**src/rtl/reg_file_8x16_pkg.sv**
```systemverilog
// Shared constants and helpers for the 8x16 register file with a one-entry write stage.
package reg_file_8x16_pkg;

  localparam int RF_WIDTH  = 16;
  localparam int RF_DEPTH  = 8;
  localparam int RF_ADDR_W = 3;

  typedef logic [RF_ADDR_W-1:0] addr_t;

  function automatic logic [RF_DEPTH-1:0] addr_onehot(input addr_t addr);
    logic [RF_DEPTH-1:0] dec;
    dec = '0;
    dec[addr] = 1'b1;
    return dec;
  endfunction

endpackage

```
**src/rtl/reg_file_8x16_if.sv**
```systemverilog
// Write/read bus of the register file; the master drives requests, the slave returns read data.
interface reg_file_8x16_if
  import reg_file_8x16_pkg::*;
#(
  parameter int WIDTH = RF_WIDTH
);

  logic             WE;
  addr_t            WA;
  logic [WIDTH-1:0] D;
  addr_t            QA;
  addr_t            QB;
  logic [WIDTH-1:0] A;
  logic [WIDTH-1:0] B;
  logic             PEND;

  modport master (
    output WE, WA, D, QA, QB,
    input  A, B, PEND
  );

  modport slave (
    input  WE, WA, D, QA, QB,
    output A, B, PEND
  );

endinterface

```
**src/rtl/reg_file_8x16_read_mux8.sv**
```systemverilog
// 8-to-1 combinational read selector over the register array.
module read_mux8
  import reg_file_8x16_pkg::*;
#(
  parameter int WIDTH = RF_WIDTH
) (
  input  logic [RF_DEPTH-1:0][WIDTH-1:0] regs,
  input  addr_t                          sel,
  output logic [WIDTH-1:0]               data
);

  always_comb begin
    data = '0;
    unique case (sel)
      3'd0: data = regs[0];
      3'd1: data = regs[1];
      3'd2: data = regs[2];
      3'd3: data = regs[3];
      3'd4: data = regs[4];
      3'd5: data = regs[5];
      3'd6: data = regs[6];
      3'd7: data = regs[7];
      default: data = '0;
    endcase
  end

endmodule

```
**src/rtl/reg_file_8x16.sv**
```systemverilog
// Register file with a one-entry write stage: capture on edge N, commit on edge N+1,
// staged data forwarded to both combinational read ports in the meantime.
module reg_file_8x16
  import reg_file_8x16_pkg::*;
#(
  parameter int WIDTH = RF_WIDTH,
  parameter int DEPTH = RF_DEPTH
) (
  input logic           CLK,
  input logic           RESET_N,
  reg_file_8x16_if.slave bus
);

  logic                       vld_p1;
  addr_t                      wa_p1;
  logic [WIDTH-1:0]           d_p1;
  logic [DEPTH-1:0][WIDTH-1:0] regs_p2;
  logic [DEPTH-1:0]           we_dec;
  logic [WIDTH-1:0]           arr_a;
  logic [WIDTH-1:0]           arr_b;

  // Stage p1: write capture. Only the valid flag needs reset; data is qualified by it.
  always_ff @(posedge CLK or negedge RESET_N) begin
    if (!RESET_N) vld_p1 <= 1'b0;
    else          vld_p1 <= bus.WE;
  end

  always_ff @(posedge CLK) begin
    if (bus.WE) begin
      wa_p1 <= bus.WA;
      d_p1  <= bus.D;
    end
  end

  // Stage p2: commit into the array through a one-hot decode of the staged address.
  always_comb begin
    we_dec = '0;
    if (vld_p1) we_dec = addr_onehot(wa_p1);
  end

  always_ff @(posedge CLK or negedge RESET_N) begin
    if (!RESET_N) begin
      regs_p2 <= '0;
    end else begin
      for (int i = 0; i < DEPTH; i++) begin
        if (we_dec[i]) regs_p2[i] <= d_p1;
      end
    end
  end

  read_mux8 #(.WIDTH(WIDTH)) u_mux_a (
    .regs (regs_p2),
    .sel  (bus.QA),
    .data (arr_a)
  );

  read_mux8 #(.WIDTH(WIDTH)) u_mux_b (
    .regs (regs_p2),
    .sel  (bus.QB),
    .data (arr_b)
  );

  // Forwarding only ever looks at the sampled stage, never at the raw WA/D inputs.
  always_comb begin
    bus.A = arr_a;
    bus.B = arr_b;
    if (vld_p1 && (wa_p1 == bus.QA)) bus.A = d_p1;
    if (vld_p1 && (wa_p1 == bus.QB)) bus.B = d_p1;
  end

  assign bus.PEND = vld_p1;

endmodule

```
**src/flat_wrapper.sv**
```systemverilog
// flat-port wrapper written by rule: the top's interface ports become plain ports
module reg_file_8x16_flat import reg_file_8x16_pkg::*;
#(
  parameter int WIDTH = RF_WIDTH,
  parameter int DEPTH = RF_DEPTH
)
  (CLK, RESET_N, bus_WE, bus_WA, bus_D, bus_QA, bus_QB, bus_A, bus_B, bus_PEND);
  reg_file_8x16_if #(.WIDTH(WIDTH)) bus_i ();
  input logic CLK;
  input logic RESET_N;
  input wire logic [$bits(bus_i.WE)-1:0] bus_WE;
  input wire logic [$bits(bus_i.WA)-1:0] bus_WA;
  input wire logic [$bits(bus_i.D)-1:0] bus_D;
  input wire logic [$bits(bus_i.QA)-1:0] bus_QA;
  input wire logic [$bits(bus_i.QB)-1:0] bus_QB;
  output wire logic [$bits(bus_i.A)-1:0] bus_A;
  output wire logic [$bits(bus_i.B)-1:0] bus_B;
  output wire logic [$bits(bus_i.PEND)-1:0] bus_PEND;
  assign bus_i.WE = bus_WE;
  assign bus_i.WA = bus_WA;
  assign bus_i.D = bus_D;
  assign bus_i.QA = bus_QA;
  assign bus_i.QB = bus_QB;
  assign bus_A = bus_i.A;
  assign bus_B = bus_i.B;
  assign bus_PEND = bus_i.PEND;
  reg_file_8x16 #(.WIDTH(WIDTH), .DEPTH(DEPTH)) u_core (.CLK(CLK), .RESET_N(RESET_N), .bus(bus_i));
endmodule
```
**config.mk**
```make
export PLATFORM = sky130hd
export DESIGN_NAME = reg_file_8x16_flat
export DESIGN_NICKNAME = d
export VERILOG_FILES = /design/src/rtl/reg_file_8x16_pkg.sv /design/src/rtl/reg_file_8x16_if.sv /design/src/rtl/reg_file_8x16_read_mux8.sv /design/src/rtl/reg_file_8x16.sv /design/src/flat_wrapper.sv
export SDC_FILE = /design/constraint.sdc
export NUM_CORES = 1
export LEC_CHECK = 0
export ABC_AREA = 1
export ABC_CLOCK_PERIOD_IN_PS = 3500
export CORE_MARGIN = 2
export CORE_UTILIZATION = 55
export CTS_CLUSTER_DIAMETER = 30
export DETAILED_ROUTE_END_ITERATION = 10
export PLACE_DENSITY = 0.75
export SETUP_SLACK_MARGIN = 0.3
export SYNTH_ARGS = -nofsm -noshare
export SYNTH_HDL_FRONTEND = slang
export SYNTH_SLANG_ARGS = --single-unit
```
**constraint.sdc**
```tcl
create_clock -name CLK -period 3.5 [get_ports CLK]
set_input_delay 0.35 -clock CLK [delete_from_list [all_inputs] [get_ports CLK]]
set_output_delay 0.35 -clock CLK [all_outputs]
set_load 0.01 [all_outputs]
```
==> summary.txt, run 1 <==
Pre-antenna DRT Iters = 8
Top Ports = 61
nets = 1210
CTS tree = built
Fillers = 1411
vias per cell = 6.19
commonest non-fill, non-tap cell in the layout = nand2_1
PD cells = 578 mW/mm^2
Routed Wire Length = 26600 um
worst setup path category = in2out
die height = 128 um
first-pass GRT wire length = 42700 um
via count = 8567
final period utilization = 81.5%
Core Region = 0.0151 sq mm
Syn Std Cell Area = 0.00850 sq mm
outcome = finished, final reports clean
Max VDD drop = 474 uV
synth-to-layout area growth = 13.0%
Die Wd = 128 um
clock root buffer = clkbuf_16
RSZ-0062 raised after global routing = no
CP Capture Type = output pin
CTS sink count = 148
initial antenna violation count = 0
most frequent cells in the layout = 389 x nand2_1, 192 x nand4_1, 148 x nor2_1
area leader, netlist = dfrtp_1
flops & latches, synth = 148
Synth Instances = 1178
wire per inst = 19.3 um
CP max FO = 56
Tmin final = 2850 ps
global-route usage over all layers = 33.6%
post_cts resized = 0
FF/Latch Area = 0.00380 sq mm
gpl congestion = 0.854
yosys warns = 0
Syn Area/Cell = 7.21 sq um
multi-input combinational cell area = 0.00410 sq mm
clk_skew = 7.39 ps
setup TNS = 0 ps
vias in the first global route = 8005
clock slew at reported path FFs = 60 ps
remaining antenna violation count = 0
Pleak = 4.75 nW
worst-margin pin slew = 1090 ps
total grt overflow = 0
Antenna Cells = 0
max cap viols = 0
final setup fails = 0
Post-Syn Nets = 1206
min-delay worst type = in2async
share of the synthesized area in the top cell type = 38.0%
slew margin rel. = 27.4%
Clock Latency Late Sink = 440 ps
Worst Path Required = 3150 ps
pin count of the biggest net entering global routing = 105
Detail Placement HPWL = 15500 um
row cnt = 45
Max Slew Vio Count = 0
maximum clock insertion buffer count = 2
total power = 5.55 mW
layout cells sized above 1 = 6.28%
initial core utilization = 56.1%
Crit path arrival time = 2500 ps
drt initial violations = 1065
IO buf count = 60
Unique masters post-synth = 17
final hold vios = 0
maximum clock frequency = 351 MHz
drt drc = 0
synth top area cells = dfrtp_1 38%, nand2_1 17%, nand4_1 14%
DIE AREA = 0.0165 sq mm
element type at the critical path start = primary input
H-tree Lvls = 4
post-CTS setup buffers = 0
CTS buffer count = 17
sequential share of the synthesized area = 44.7%
[metal layers]
layer	global-route usage, %	up-vias	wire [um]
li1	-	4027	-
met1	44.0	3992	10800
met2	54.2	476	12500
met3	7.30	72	2360
met4	14.4	0	915
met5	0	-	0
[timing repair]
action                     CTS  global route
setup endpoints to repair    0             0
hold buffers                 1             0
hold endpoints to repair    25             0
[synth_stat cells]
library cell	instances
edfxtp_1	19
nand2_2	2
nor3_4	1
nand4_1	192
inv_2	6
nand2_1	389
buf_1	2
inv_1	21
o21ai_0	112
a21oi_1	18
nand3_1	35
buf_4	14
buf_2	51
nor2_1	148
clkbuf_1	35
dfrtp_1	129
nor2_2	4
[layout make-up]
type | instances | share of cell area (%)
multi-input combinational | 901 | 42.7
sequential | 148 | 39.6
timing repair buffer | 87 | 8.32
clock buffer | 19 | 4.51
tap | 188 | 2.45
clock inverter | 13 | 1.42
inverter | 27 | 1.06
[critical path, cell delays in order]
cell and delay (ps):
buf_2 260, buf_4 610, nand2_1 110, nand3_1 100, nor2_2 40, buf_4 220
nor2_1 120, nand2_1 70, nand2_1 60, clkdlybuf4s50_1 540
[state kept, by name (all words and copies together), names as in the netlist]
signal,cells
u_core.bus.PEND,1
u_core.regs_p2,128
u_core.wa_p1,3
u_core.d_p1,16
[where the power goes]
group	switching [mW]	total, mW	internal [mW]	leakage (nW)
logic	0.743	1.25	0.507	2.71
clock network	0.742	1.78	1.04	0.259
registers	0.354	2.51	2.16	1.78
total	1.84	5.55	3.71	4.75
[metrics by stage]
| stage | cell area (sq um) | util [%] | std cells | setup WS [ps] | hold WS, ps |
|---|---|---|---|---|---|
| final | 9600 | 63.4 | 1383 | 648 | 363 |
| after global routing | 9600 | 63.4 | 1383 | 508 | 396 |
| after CTS | 9600 | 63.4 | 1383 | 705 | 368 |
| after detailed placement | 9020 | 59.6 | 1350 | 720 | 280 |
| after global placement | 9020 | 59.6 | 1350 | 743 | 283 |
| after floorplan | 8500 | - | 1178 | 1940 | 54.4 |
[logic make-up (layout without fill, tap and decap cells)]
kind of cell / count (synthesis) / count (layout) / synth area share, %
and+or+nand+nor: 771 / 771 / 40.6
AOI/OAI and AO/OA: 130 / 130 / 7.66
DFF: 148 / 148 / 44.7
buffers and inverters: 129 / 146 / 7.07
[worst paths after layout]
check                           slack, ps                 end               start  cells past startpoint
worst max-delay path                  650           bus_B[12]           bus_QB[0]                     10
worst min-delay path                  360  u_core.regs_p2[88]             RESET_N                      2
worst max register to register       1540  u_core.regs_p2[39]     u_core.wa_p1[0]                      3
worst min register to register        510  u_core.regs_p2[19]  u_core.regs_p2[19]                      2
max in group asynchronous            2260   u_core.regs_p2[1]             RESET_N                      3
min in group CLK                      460      u_core.d_p1[7]            bus_D[7]                      1
No activity file was read; power rests on OpenSTA's default activity.
==> run 2: changes to the inputs <==
Settings changed: ABC_CLOCK_PERIOD_IN_PS 3500 to 3000.
Clock period 3.5 ns to 3 ns, I/O delays scaled along.
==> run 2 against run 1 <==
Against the previous run:
- cell count up 0.72%
- design area is 1.0% higher
- register-to-register slack got worse by 530 ps
- routed wire length grew 1.3%
- combinational power is 19% higher
- sequential power is 17% higher
- sequential share of layout area fell by 0.40 points
- non-clock buffer count up 11
- first-iteration DRC count up 13%
==> summary.txt, run 2 (synthesis results as in run 1) <==
pin count of the biggest net entering global routing = 66 (-37%)
Die Wd = 128 um (unchanged)
Critical Path Max Stage Delay = 490 ps (-120 ps)
commonest non-fill, non-tap cell in the layout = nand2_1
Endpoint, Worst Hold = u_core.d_p1[9]
cell at the slowest stage of the critical path = edfxtp_1
CP max FO = 32 (-43%)
min-delay worst type = in2reg
Worst Path Required = 2700 ps (-450 ps)
slew margin rel. = 27.5% (+0.12 points)
vias per cell = 6.28 (+1.5%)
Reg-to-Reg Start = u_core.wa_p1[0]
synth-to-layout area growth = 14.2%
maximum clock insertion buffer count = 2 (unchanged)
drt initial violations = 1201 (+13%)
clk_skew = 14.7 ps (+7.33 ps)
FF-to-FF End = u_core.regs_p2[14]
via count = 8755 (+2.2%)
Routed Wire Length = 27000 um (+1.3%)
CTS sink count = 148 (unchanged)
clock root buffer = clkbuf_16
DP Worst Slack = 528 ps (-192 ps)
final core utilization = 64.0% (+0.65 points)
maximum clock frequency = 383 MHz
hold_sp = bus_D[9]
setup TNS = 0 ps (unchanged)
vias in the first global route = 7891 (-1.4%)
worst-margin pin slew = 1080 ps (-1.73 ps)
element type at the critical path start = register
Max Slew Vio Count = 0 (unchanged)
first-pass GRT wire length = 42400 um (-0.63%)
Max VDD drop = 482 uV (+1.5%)
drt drc = 0 (unchanged)
PnR worst setup slack = 386 ps (-262 ps)
Pleak = 4.82 nW (+1.5%)
Clock Latency Late Sink = 440 ps (about the same)
die height = 128 um (unchanged)
outcome = finished, final reports clean
R2R Setup Slk = 1010 ps (-530 ps)
nets = 1221 (+0.91%)
max reg flops = 128 (unchanged)
RSZ-0062 raised after global routing = yes
wire per inst = 19.4 um (+0.57%)
Pre-antenna DRT Iters = 6 (-2)
Tmin final = 2610 ps
most frequent cells in the layout = 389 x nand2_1, 192 x nand4_1, 148 x nor2_1
Antenna Cells = 0 (unchanged)
total grt overflow = 0 (unchanged)
DIE AREA = 0.0165 sq mm (unchanged)
Top Ports = 61 (unchanged)
largest reg by FF count = u_core.regs_p2
remaining antenna violation count = 0 (unchanged)
biggest regs = u_core.regs_p2 (128), u_core.d_p1 (16), u_core.wa_p1 (3)
IO buf count = 60 (unchanged)
max cap viols = 0 (unchanged)
Final Cell Area = 0.00970 sq mm (+1.0%)
total power = 6.36 mW (+15%)
initial antenna violation count = 0 (unchanged)
final period utilization = 87.1%
initial core utilization = 56.1% (unchanged)
final setup fails = 0 (unchanged)
CP Capture Type = output pin
worst setup path category = reg2out
gpl congestion = 0.902 (+5.7%)
Most Frequent Cell on Critical Path = nand2_1
CP cell instances = inv_2 > nand2_1 > nand2_1 > nand2_1 > nor2_2 > buf_12 > nor2_1 > nand2_1 > nand2_1 > clkdlybuf4s50_1
layout cells sized above 1 = 7.05% (+0.78 points)
worst hold path stage count = 1
global-route usage over all layers = 33.5% (-0.14 points)
final hold vios = 0 (unchanged)
CTS tree = built
Crit path arrival time = 2310 ps (-190 ps)
Fillers = 1316 (-6.7%)
clock slew at reported path FFs = 60 ps (about the same)
PD cells = 656 mW/mm^2 (+14%)
Placed Area = 0.00913 sq mm (+1.2%)
row cnt = 45 (unchanged)
Core Region = 0.0151 sq mm (unchanged)
FF-to-FF path depth = 3 (unchanged)
Detail Placement HPWL = 15900 um (+2.6%)
H-tree Lvls = 4 (unchanged)
CTS buffer count = 17 (unchanged)
[run 2: worst max-delay path by stage]
stage / start / endpoint / slack, ps / cells past startpoint
after floorplan: u_core.wa_p1[1] / bus_B[10] / 1490 / 8
after global placement: bus_QB[0] / bus_B[7] / 550 / 9
after detailed placement: bus_QB[0] / bus_B[12] / 530 / 10
after CTS: u_core.wa_p1[2] / bus_A[1] / 360 / 9
after global routing: u_core.wa_p1[2] / bus_A[0] / 280 / 10
final: u_core.wa_p1[2] / bus_A[0] / 390 / 10
[run 2: worst max-delay path, delay by kind of cell, from the launching register on]
family / cells / cell delay, ps
buf+inv: 3 / 830
flops: 1 / 490
simple gates: 7 / 550
[run 2: what timing repair did]
action                                  in CTS  in global routing
endpoints found under the hold margin       46                  0
resized for setup                            1                  2
endpoints found under the setup margin       1                 30
hold buffers                                 1                  0
setup buffers                                0                  3
pin swaps                                    0                  0
[run 2: through the flow]
stage                     hold slack (ps)  std cells
final                                 412       1393
after CTS                             412       1390
after global routing                  408       1393
after detailed placement              371       1358
after floorplan                      4.41       1178
after global placement                362       1358
[run 2: where the power goes]
group          leakage [nW]  switching (mW)  internal [mW]  total (mW)
clock network         0.256           0.849           1.09        1.94
registers              1.78           0.419           2.52        2.94
logic                  2.78           0.876          0.612        1.49
total                  4.82            2.14           4.22        6.36
[run 2: routing by layer]
metal / global-route usage, % / wire, um / vias up / share of wire (%)
li1: - / - / 4049 / -
met1: 44.0 / 10500 / 4041 / 39
met5: 0 / 0 / - / 0
met3: 6.14 / 2510 / 110 / 9.3
met2: 52.4 / 12600 / 555 / 47
met4: 18.9 / 1370 / 0 / 5.1
[run 2: area by class of cell]
| class | count | area [sq um] | share of cell area (%) |
|---|---|---|---|
| timing repair buffer | 98 | 943 | 9.73 |
| tap | 188 | 235 | 2.43 |
| clock buffer | 22 | 464 | 4.79 |
| sequential | 148 | 3800 | 39.2 |
| multi-input combinational | 901 | 4100 | 42.2 |
| clock inverter | 9 | 58.8 | 0.606 |
| inverter | 27 | 101 | 1.05 |
